==> src/rtl/wr_rd_responder_if.sv <==
// Request/response bundle between the write-side requester, the responder and
// the read-side consumer.
interface wr_rd_responder_if #(
  parameter int DATA_W   = 8,
  parameter int MAX_PEND = 4
);
  localparam int CNT_W = $clog2(MAX_PEND + 1);

  logic              wr;
  logic [DATA_W-1:0] wr_data;
  logic              wr_ack;
  logic              overflow;
  logic              rd;
  logic [DATA_W-1:0] rd_data;
  logic              rd_last;
  logic              busy;
  logic [CNT_W-1:0]  pend_cnt;

  modport master (
    output wr, wr_data,
    input  wr_ack, overflow, rd, rd_data, rd_last, busy, pend_cnt
  );

  modport slave (
    input  wr, wr_data,
    output wr_ack, overflow, rd, rd_data, rd_last, busy, pend_cnt
  );
endinterface

==> src/rtl/wr_rd_responder.sv <==
// Responder for the wr/rd protocol: every wr rising edge is queued and answered
// in FIFO order by an RD_LEN-cycle rd burst that starts RD_DELAY edges later.
module wr_rd_responder #(
  parameter int DATA_W   = 8,
  parameter int RD_DELAY = 2,
  parameter int RD_LEN   = 2,
  parameter int MAX_PEND = 4
) (
  input logic              clk,
  input logic              rst,
  wr_rd_responder_if.slave bus
);
  localparam int CNT_W = $clog2(MAX_PEND + 1);
  localparam int PTR_W = $clog2(MAX_PEND);
  localparam int DLY_W = $clog2(RD_DELAY);
  localparam int LEN_W = $clog2(RD_LEN + 1);

  localparam logic [DLY_W-1:0] DLY_INIT = DLY_W'(RD_DELAY - 2);
  localparam logic [LEN_W-1:0] LEN_INIT = LEN_W'(RD_LEN - 1);
  localparam logic [CNT_W-1:0] CNT_FULL = CNT_W'(MAX_PEND);

  typedef enum logic [1:0] {IDLE, WAIT, READ, GAP} state_t;

  state_t            state, state_nx;
  logic [DLY_W-1:0]  dly_cnt, dly_nx;
  logic [LEN_W-1:0]  len_cnt, len_nx;
  logic              rd_q, rd_nx;
  logic [DATA_W-1:0] rd_data_q;
  logic              wr_prev;
  logic              ack_q, ovf_q;

  logic [DATA_W-1:0] mem [MAX_PEND];
  logic [PTR_W-1:0]  wptr, rptr;
  logic [CNT_W-1:0]  cnt;

  logic req, full, push, pop;

  assign req  = bus.wr && !wr_prev;
  assign full = (cnt == CNT_FULL);
  // A full FIFO still accepts a request if the head leaves on the same edge.
  assign push = req && (!full || pop);

  always_comb begin
    state_nx = state;
    dly_nx   = dly_cnt;
    len_nx   = len_cnt;
    rd_nx    = rd_q;
    pop      = 1'b0;
    case (state)
      IDLE: begin
        if (req || cnt != '0) begin
          state_nx = WAIT;
          dly_nx   = DLY_INIT;
        end
      end
      WAIT: begin
        if (dly_cnt == '0) begin
          if (cnt != '0) begin
            pop      = 1'b1;
            state_nx = READ;
            rd_nx    = 1'b1;
            len_nx   = LEN_INIT;
          end else begin
            state_nx = IDLE;
          end
        end else begin
          dly_nx = dly_cnt - DLY_W'(1);
        end
      end
      READ: begin
        if (len_cnt == '0) begin
          state_nx = GAP;
          rd_nx    = 1'b0;
        end else begin
          len_nx = len_cnt - LEN_W'(1);
        end
      end
      GAP: begin
        if (cnt != '0) begin
          state_nx = WAIT;
          dly_nx   = DLY_INIT;
        end else begin
          state_nx = IDLE;
        end
      end
      default: state_nx = IDLE;
    endcase
  end

  always_ff @(posedge clk or posedge rst) begin
    if (rst) begin
      state   <= IDLE;
      dly_cnt <= '0;
      len_cnt <= '0;
      rd_q    <= 1'b0;
    end else begin
      state   <= state_nx;
      dly_cnt <= dly_nx;
      len_cnt <= len_nx;
      rd_q    <= rd_nx;
    end
  end

  // wr_prev resets high so a wr held across reset release is not a request.
  always_ff @(posedge clk or posedge rst) begin
    if (rst) begin
      wr_prev   <= 1'b1;
      ack_q     <= 1'b0;
      ovf_q     <= 1'b0;
      wptr      <= '0;
      rptr      <= '0;
      cnt       <= '0;
      rd_data_q <= '0;
    end else begin
      wr_prev <= bus.wr;
      ack_q   <= push;
      ovf_q   <= req && !push;
      if (push) wptr <= wptr + PTR_W'(1);
      if (pop) begin
        rptr      <= rptr + PTR_W'(1);
        rd_data_q <= mem[rptr];
      end
      case ({push, pop})
        2'b10:   cnt <= cnt + CNT_W'(1);
        2'b01:   cnt <= cnt - CNT_W'(1);
        default: cnt <= cnt;
      endcase
    end
  end

  always_ff @(posedge clk) begin
    if (push) mem[wptr] <= bus.wr_data;
  end

  assign bus.wr_ack   = ack_q;
  assign bus.overflow = ovf_q;
  assign bus.rd       = rd_q;
  assign bus.rd_data  = rd_data_q;
  assign bus.rd_last  = (state == READ) && (len_cnt == '0);
  assign bus.busy     = (state != IDLE);
  assign bus.pend_cnt = cnt;

  a_rd_hold: assert property (@(posedge clk) disable iff (rst)
    (RD_LEN > 1 && $rose(rd_q)) |=> rd_q);
  a_last_in_burst: assert property (@(posedge clk) disable iff (rst)
    (state == READ && len_cnt == '0) |-> rd_q);
  a_cnt_bound: assert property (@(posedge clk) disable iff (rst)
    cnt <= CNT_FULL);
  a_ack_xor_ovf: assert property (@(posedge clk) disable iff (rst)
    !(ack_q && ovf_q));
  a_pop_nonempty: assert property (@(posedge clk) disable iff (rst)
    (state == WAIT && dly_cnt == '0) |-> cnt != '0);
endmodule

==> src/flat_wrapper.sv <==
// flat-port wrapper written by rule: the top's interface ports become plain ports
module wr_rd_responder_flat 
#(
  parameter int DATA_W   = 8,
  parameter int RD_DELAY = 2,
  parameter int RD_LEN   = 2,
  parameter int MAX_PEND = 4
)
  (clk, rst, bus_wr, bus_wr_data, bus_wr_ack, bus_overflow, bus_rd, bus_rd_data, bus_rd_last, bus_busy, bus_pend_cnt);
  wr_rd_responder_if #(.DATA_W(DATA_W), .MAX_PEND(MAX_PEND)) bus_i ();
  input logic clk;
  input logic rst;
  input wire logic [$bits(bus_i.wr)-1:0] bus_wr;
  input wire logic [$bits(bus_i.wr_data)-1:0] bus_wr_data;
  output wire logic [$bits(bus_i.wr_ack)-1:0] bus_wr_ack;
  output wire logic [$bits(bus_i.overflow)-1:0] bus_overflow;
  output wire logic [$bits(bus_i.rd)-1:0] bus_rd;
  output wire logic [$bits(bus_i.rd_data)-1:0] bus_rd_data;
  output wire logic [$bits(bus_i.rd_last)-1:0] bus_rd_last;
  output wire logic [$bits(bus_i.busy)-1:0] bus_busy;
  output wire logic [$bits(bus_i.pend_cnt)-1:0] bus_pend_cnt;
  assign bus_i.wr = bus_wr;
  assign bus_i.wr_data = bus_wr_data;
  assign bus_wr_ack = bus_i.wr_ack;
  assign bus_overflow = bus_i.overflow;
  assign bus_rd = bus_i.rd;
  assign bus_rd_data = bus_i.rd_data;
  assign bus_rd_last = bus_i.rd_last;
  assign bus_busy = bus_i.busy;
  assign bus_pend_cnt = bus_i.pend_cnt;
  wr_rd_responder #(.DATA_W(DATA_W), .RD_DELAY(RD_DELAY), .RD_LEN(RD_LEN), .MAX_PEND(MAX_PEND)) u_core (.clk(clk), .rst(rst), .bus(bus_i));
endmodule
==> config.mk <==
export PLATFORM = sky130hd
export DESIGN_NAME = wr_rd_responder_flat
export DESIGN_NICKNAME = d
export VERILOG_FILES = /design/src/rtl/wr_rd_responder_if.sv /design/src/rtl/wr_rd_responder.sv /design/src/flat_wrapper.sv
export SDC_FILE = /design/constraint.sdc
export NUM_CORES = 1
export LEC_CHECK = 0
export CELL_PAD_IN_SITES_DETAIL_PLACEMENT = 0
export CELL_PAD_IN_SITES_GLOBAL_PLACEMENT = 1
export CORE_MARGIN = 2
export CORE_UTILIZATION = 30
export DETAILED_ROUTE_END_ITERATION = 10
export HOLD_SLACK_MARGIN = 0.03
export PLACE_DENSITY = 0.64
export SLEW_MARGIN = 5
export SYNTH_ARGS = -nofsm -noshare
export SYNTH_HDL_FRONTEND = slang
export SYNTH_SLANG_ARGS = --single-unit
==> constraint.sdc <==
create_clock -name clk -period 3.4 [get_ports clk]
set_clock_uncertainty 0.1 [all_clocks]
set_input_delay 0.51 -clock clk [delete_from_list [all_inputs] [get_ports clk]]
set_output_delay 0.51 -clock clk [all_outputs]
set_load 0.02 [all_outputs]
# Yosys cells after proc, flatten, opt, wreduce, memory -nomap -nowiden
# Memory sizes are Yosys's and may differ from the RTL's. A register that Yosys moved wholly into a read port is not among the register bits.
# Cells that the tools add are included.
[word_totals]
ramBits = 32
word_cells = 73
input_bits = 11
ff_bits = 16
latchBits = 0
mem_count = 1
mem_bits_ro = 0
[classes]
n_lt_le_gt_ge = 0
bitwise = 0
shift = 0
reduce_logical = 20
div_mod_pow = 0
add_sub_neg = 6
mul = 0
mux = 24
eq_ne = 12
[memory_table]
columns = ["memory", "depth", "width", "read_ports", "rd_ports_with_merged_regs", "wr", "line_no", "rtl"]
rows = [
  ["u_core.mem", 4, 8, 1, 1, 1, "wr_rd_responder.sv:32", "logic [DATA_W-1:0] mem [MAX_PEND];"],
]
[op_table]
columns = ["op", "n"]
rows = [
  ["2-to-1 mux 2 bit", 7],
  ["2-to-1 mux 1 bit", 12],
  ["inequality test 2 x 1 -> 1 bit (second input constant)", 4],
  ["one-hot mux 2 bit (4 select lines)", 1],
  ["AND reduction 4 bit", 2],
  ["== test 2 bit (second input constant)", 3],
  ["one-hot mux 3 bit (2 select lines)", 1],
  ["AND reduction 3 bit", 2],
  ["nonzero test 2 bit", 3],
  ["nonzero test 3 bit", 2],
  ["adder 2 x 1 -> 2 bit (second input constant)", 2],
  ["== test 2 x 1 -> 1 bit (second input constant)", 2],
  ["logical AND 1 bit", 4],
  ["zero test 2 bit", 2],
  ["inequality test 2 bit (second input constant)", 2],
  ["one-hot mux 2 bit (2 select lines)", 1],
  ["adder 3 x 1 -> 3 bit (second input constant)", 1],
  ["== test 3 bit (second input constant)", 1],
  ["zero test 1 bit", 3],
  ["one-hot mux 1 bit (3 select lines)", 1],
  ["subtractor 3 x 1 -> 3 bit (second input constant)", 1],
  ["logical OR 1 bit", 2],
  ["one-hot mux 1 bit (2 select lines)", 1],
  ["subtractor 2 x 1 -> 2 bit (second input constant)", 1],
  ["subtractor 1 bit (second input constant)", 1],
]

# Logic depth before layout (Yosys ltp)
[depth]
ltp_word = 8
ltp_mapped = 9
depth_no_buf = 9

# Worst setup path before layout
# OpenSTA, ideal clock, no wires.
[synth_path]
path_kind = "register to register"
start = "register u_core.cnt[2] (netlist: u_core.bus.pend_cnt[2])"
end = "register u_core.cnt[2] (netlist: u_core.bus.pend_cnt[2])"
stages_incl_launch_ff = 10
path_slack_ns = 1.234
t_required_ns = 3.219
path_buffers = 1
arrival_time_ns = 1.985
cell_sequence = "dfrtp_1 nor3_4 nor2_2 buf_6 ha_1 inv_1 fa_1 xor2_1 nor2_1 xor2_1"
[synth_between]
elab_chain_len = 8
[synth_rtl]
columns = ["item", "line_no", "rtl"]
rows = [
  ["start: declaration", "wr_rd_responder.sv:34", "logic [CNT_W-1:0] cnt;"],
  ["start signal: assignment", "wr_rd_responder.sv:124", "2'b10: cnt <= cnt + CNT_W'(1);"],
  ["start signal: assignment", "wr_rd_responder.sv:125", "2'b01: cnt <= cnt - CNT_W'(1);"],
  ["start signal: assignment", "wr_rd_responder.sv:126", "default: cnt <= cnt;"],
  ["nonzero test 3 bit (*)", "wr_rd_responder.sv:58", "if (cnt != '0) begin"],
  ["2-to-1 mux 1 bit (*)", "wr_rd_responder.sv:58", ""],
  ["2-to-1 mux 1 bit (*)", "wr_rd_responder.sv:57", "if (dly_cnt == '0) begin"],
  ["2-to-1 mux 1 bit (*)", "wr_rd_responder.sv:49", "case (state)"],
  ["via u_core.pop", "wr_rd_responder.sv:36", "logic req, full, push, pop;"],
  ["logical OR 1 bit", "wr_rd_responder.sv:41", "assign push = req && (!full || pop);"],
  ["logical AND 1 bit", "wr_rd_responder.sv:41", ""],
  ["== test 2 x 1 -> 1 bit / == test 2 bit (equally long branches)", "wr_rd_responder.sv:123", "case ({push, pop})"],
  ["one-hot mux 3 bit (2 select lines) / nonzero test 2 bit (equally long branches)", "n/a", ""],
]
# The timed path passes the listed nets; every way through them passes the cells marked *.
# A chain may end at the register's enable or synchronous reset.

# Worst setup path after layout
[layout_path]
start = "register u_core.state[0]"
end = "output port bus_rd_last"
[layout_between]
elab_chain_len = 2
[layout_rtl]
columns = ["item", "line_no", "rtl"]
rows = [
  ["start: declaration", "wr_rd_responder.sv:24", "state_t state, state_nx;"],
  ["start signal: assignment", "wr_rd_responder.sv:97", "state <= state_nx;"],
  ["== test 2 bit", "wr_rd_responder.sv:139", "assign bus.rd_last = (state == READ) && (len_cnt == '0);"],
  ["logical AND 1 bit", "wr_rd_responder.sv:139", ""],
  ["end: declaration", "flat_wrapper.sv:19", "output wire logic [$bits(bus_i.rd_last)-1:0] bus_rd_last;"],
]
# Every way passes these cells.

==> impl_metrics.toml <==
[run_status]
status = "finished clean"

[routing]
vias_per_cell = 4.36
dr_total_vias = 1147
routed_wl_um = 3810
ant_nets = 0
drt_iter0_drc = 46
drc = 0
wl_per_cell_um = 14.5
drt_pass1_iterations = 4

[logic_synthesis]
yosys-top-cells-count = "edfxtp_1 (32), dfrtp_1 (22), inv_1 (12), mux2_4 (8), mux4_2 (8)"
synth_edf_count = 32
netlist_top_cells_area = "edfxtp_1 (42%), dfrtp_1 (24%), mux4_2 (7.9%), mux2_4 (5.2%), ha_1 (3.3%)"
syn_area_um2 = 2290
synth_nets = 150
ys_warn_count = 0
yosys.area.top_type_share = 0.419
ys_seq_area_frac = 0.670
yosysMostFrequentCell = "edfxtp_1"
ys_ff_latch = 55
synth_cell_types = 33
async_flop_share = 0.418
syn_inst = 132
avgSynthCellArea_um2 = 17.4
yosys.area.top_type = "edfxtp_1"
synth-main-ff-cell = "edfxtp_1"

[finish]
drive_above_1_share = 0.177
nets = 181
n_antenna_cell = 0
fillers = 680
area_delta_synth_final_pct = 20.6
final_area_um2 = 2770

[timing]
maxSlewHeadroom = 0.384
period_needed_ns = 2.44
hold_viol = 0
rsz0062_at_grt = "no"
setup_viol = 0
final_max_slew_viol_count = 0
totalNegativeSetupSlack_ns = 0
period_share = 0.717
hold-worst-slack_ns = 0.418
max_clock_freq_ghz = 0.410
worst_slew_pin_slew_ns = 0.922

[flow_run]
maxCapViolations = 0

[setup_path]
crit_chain = "nor2b_1 > and2_1 > clkdlybuf4s50_1"
crit_fanout = 8
crit_arrival_ns = 1.83
critPathSlowestCell = "clkdlybuf4s50_1"
end_kind = "primary output"
startpoint_type = "flop"
slowest_delay_ns = 0.61
cp.required_ns = 2.79
criticalPathCategory = "reg -> out"
crit_buf_inv = 1
crit_family = "buffers and inverters"

[pwr]
power_per_cell_area_nw_per_um2 = 873
ir_drop_mv = 0.228
leakage_nw = 1.05
power.total_mw = 2.42

[grt]
antenna_found_initial = 0
grtUsageTotal = 0.0996
grt_start_max_net_pins = 24
grt_pass1_wl_um = 6310
grt_pass1_vias = 1244
gr-total-overflow = 0

[die]
coreArea_um2 = 7330
rows = 31
io-pin-count = 27
die_h_um = 91.5
dieArea_um2 = 8360
start_util = 0.313
die_w_um = 91.5

[clock_network]
cts_setup_buffers = 0
cts_buffer_depth = 2
cts_hold_buffers = 0
numCtsBuffers = 5
cts-root-buf = "clkbuf_8"
clk_pin_slew_ns = 0.09
numClockSinks = 55
cts.repair.resized = 0
htreeDepth = 2
cts_tree = "done"
worst_skew_pair.late_latency_ns = 0.30

[placed_design]
place_congestion = 0.714
portBuffers = 26
placed_cell_area_um2 = 2660
dp_hpwl_um = 2690

[worst_hold_path]
min_path_type = "reg -> reg"
==> layer usage <==
metal  GRT usage  routed length (um)  up-vias
li1            -                   -      543
met1       0.106                1490      582
met2       0.178                2110       14
met3      0.0266                 124        8
met4      0.0530                  90        0
met5           0                   0        -
==> kinds of logic after synthesis <==
group	Yosys count	share of synthesized area
AOI/OAI and AO/OA	9	0.0344
xor gates and xnor gates	6	0.0229
adders and majority gates	7	0.0414
buffers and inverters	15	0.0311
DFF	55	0.670
muxes	18	0.140
and+or+nand+nor	22	0.0600
==> registers in the layout (all words and copies together) (netlist names), named ones only <==
register / cells
u_core.mem: 32
u_core.bus.wr_ack: 1
u_core.bus.pend_cnt: 3
u_core.state: 1
u_core.wptr: 2
u_core.wr_prev: 1
u_core.len_cnt: 2
u_core.rptr: 2
u_core.bus.rd: 1
u_core.bus.rd_data: 8
u_core.bus.overflow: 1
==> report_power, final <==
part           switching [mW]  leakage (nW)  total (mW)  internal [mW]
combinational           0.417         0.434       0.941          0.524
sequential              0.180         0.560        1.06          0.880
clock                   0.200        0.0556       0.416          0.216
total                   0.796          1.05        2.42           1.62
==> placed cells by master, fill, tap and decap left out <==
master	synthesis	final
edfxtp_1	32	32
clkdlybuf4s50_1	0	26
dfrtp_1	22	22
inv_1	12	12
mux4_2	8	8
mux2_4	8	8
nor2_1	6	6
ha_1	6	6
and2_1	5	5
clkbuf_8	0	5
xor2_1	4	4
nor2b_1	3	3
o21ai_0	2	2
xnor2_1	2	2
nor3_4	1	1
nand2b_4	1	1
o22ai_1	1	1
nor2_2	1	1
nor3b_1	1	1
mux2i_1	1	1
nand2b_1	1	1
a31oi_4	1	1
mux2_1	1	1
a221o_1	1	1
o311ai_0	1	1
o21a_1	1	1
a31oi_1	1	1
nand2_1	1	1
nand3_1	1	1
a221oi_1	1	1
or2_1	1	1
fa_1	1	1
clkinv_2	0	1
clkinv_1	0	1
bufinv_16	0	1
buf_4	0	1
dfstp_2	1	1
==> final cells by class <==
type / instances / area, um^2 / share of cell area
sequential: 55 / 1540 / 0.556
multi-input combinational: 62 / 686 / 0.248
timing repair buffer: 27 / 268 / 0.0967
tap: 99 / 124 / 0.0448
clock buffer: 5 / 68.8 / 0.0249
inverter: 12 / 45.0 / 0.0163
clock inverter: 3 / 38.8 / 0.0140
==> through the flow <==
stage	utilization	setup WS, ns	cells
after floorplan	-	1.23	132
after global placement	0.363	0.946	255
after detailed placement	0.363	0.922	255
after CTS	0.378	0.930	263
after global routing	0.378	0.851	263
final	0.378	0.964	263
==> worst paths after layout <==
| path | startpoint | endpoint | slack, ns | cells after the start |
|---|---|---|---|---|
| max | u_core.state[0]$_DFFE_PP0P_ | bus_rd_last | 0.96 | 3 |
| min | u_core.bus.rd_data[6]$_DFFE_PP0P_ | u_core.bus.rd_data[6]$_DFFE_PP0P_ | 0.42 | 1 |
| max reg2reg | u_core.bus.pend_cnt[0]$_DFFE_PP0P_ | u_core.bus.pend_cnt[2]$_DFFE_PP0P_ | 1.21 | 9 |
| min reg2reg | u_core.bus.rd_data[6]$_DFFE_PP0P_ | u_core.bus.rd_data[6]$_DFFE_PP0P_ | 0.42 | 1 |
| max in group asynchronous | rst | u_core.bus.pend_cnt[0]$_DFFE_PP0P_ | 2.03 | 2 |
| min in group asynchronous | rst | u_core.bus.rd_data[5]$_DFFE_PP0P_ | 0.60 | 2 |
Power figures use the tool's default switching activity.
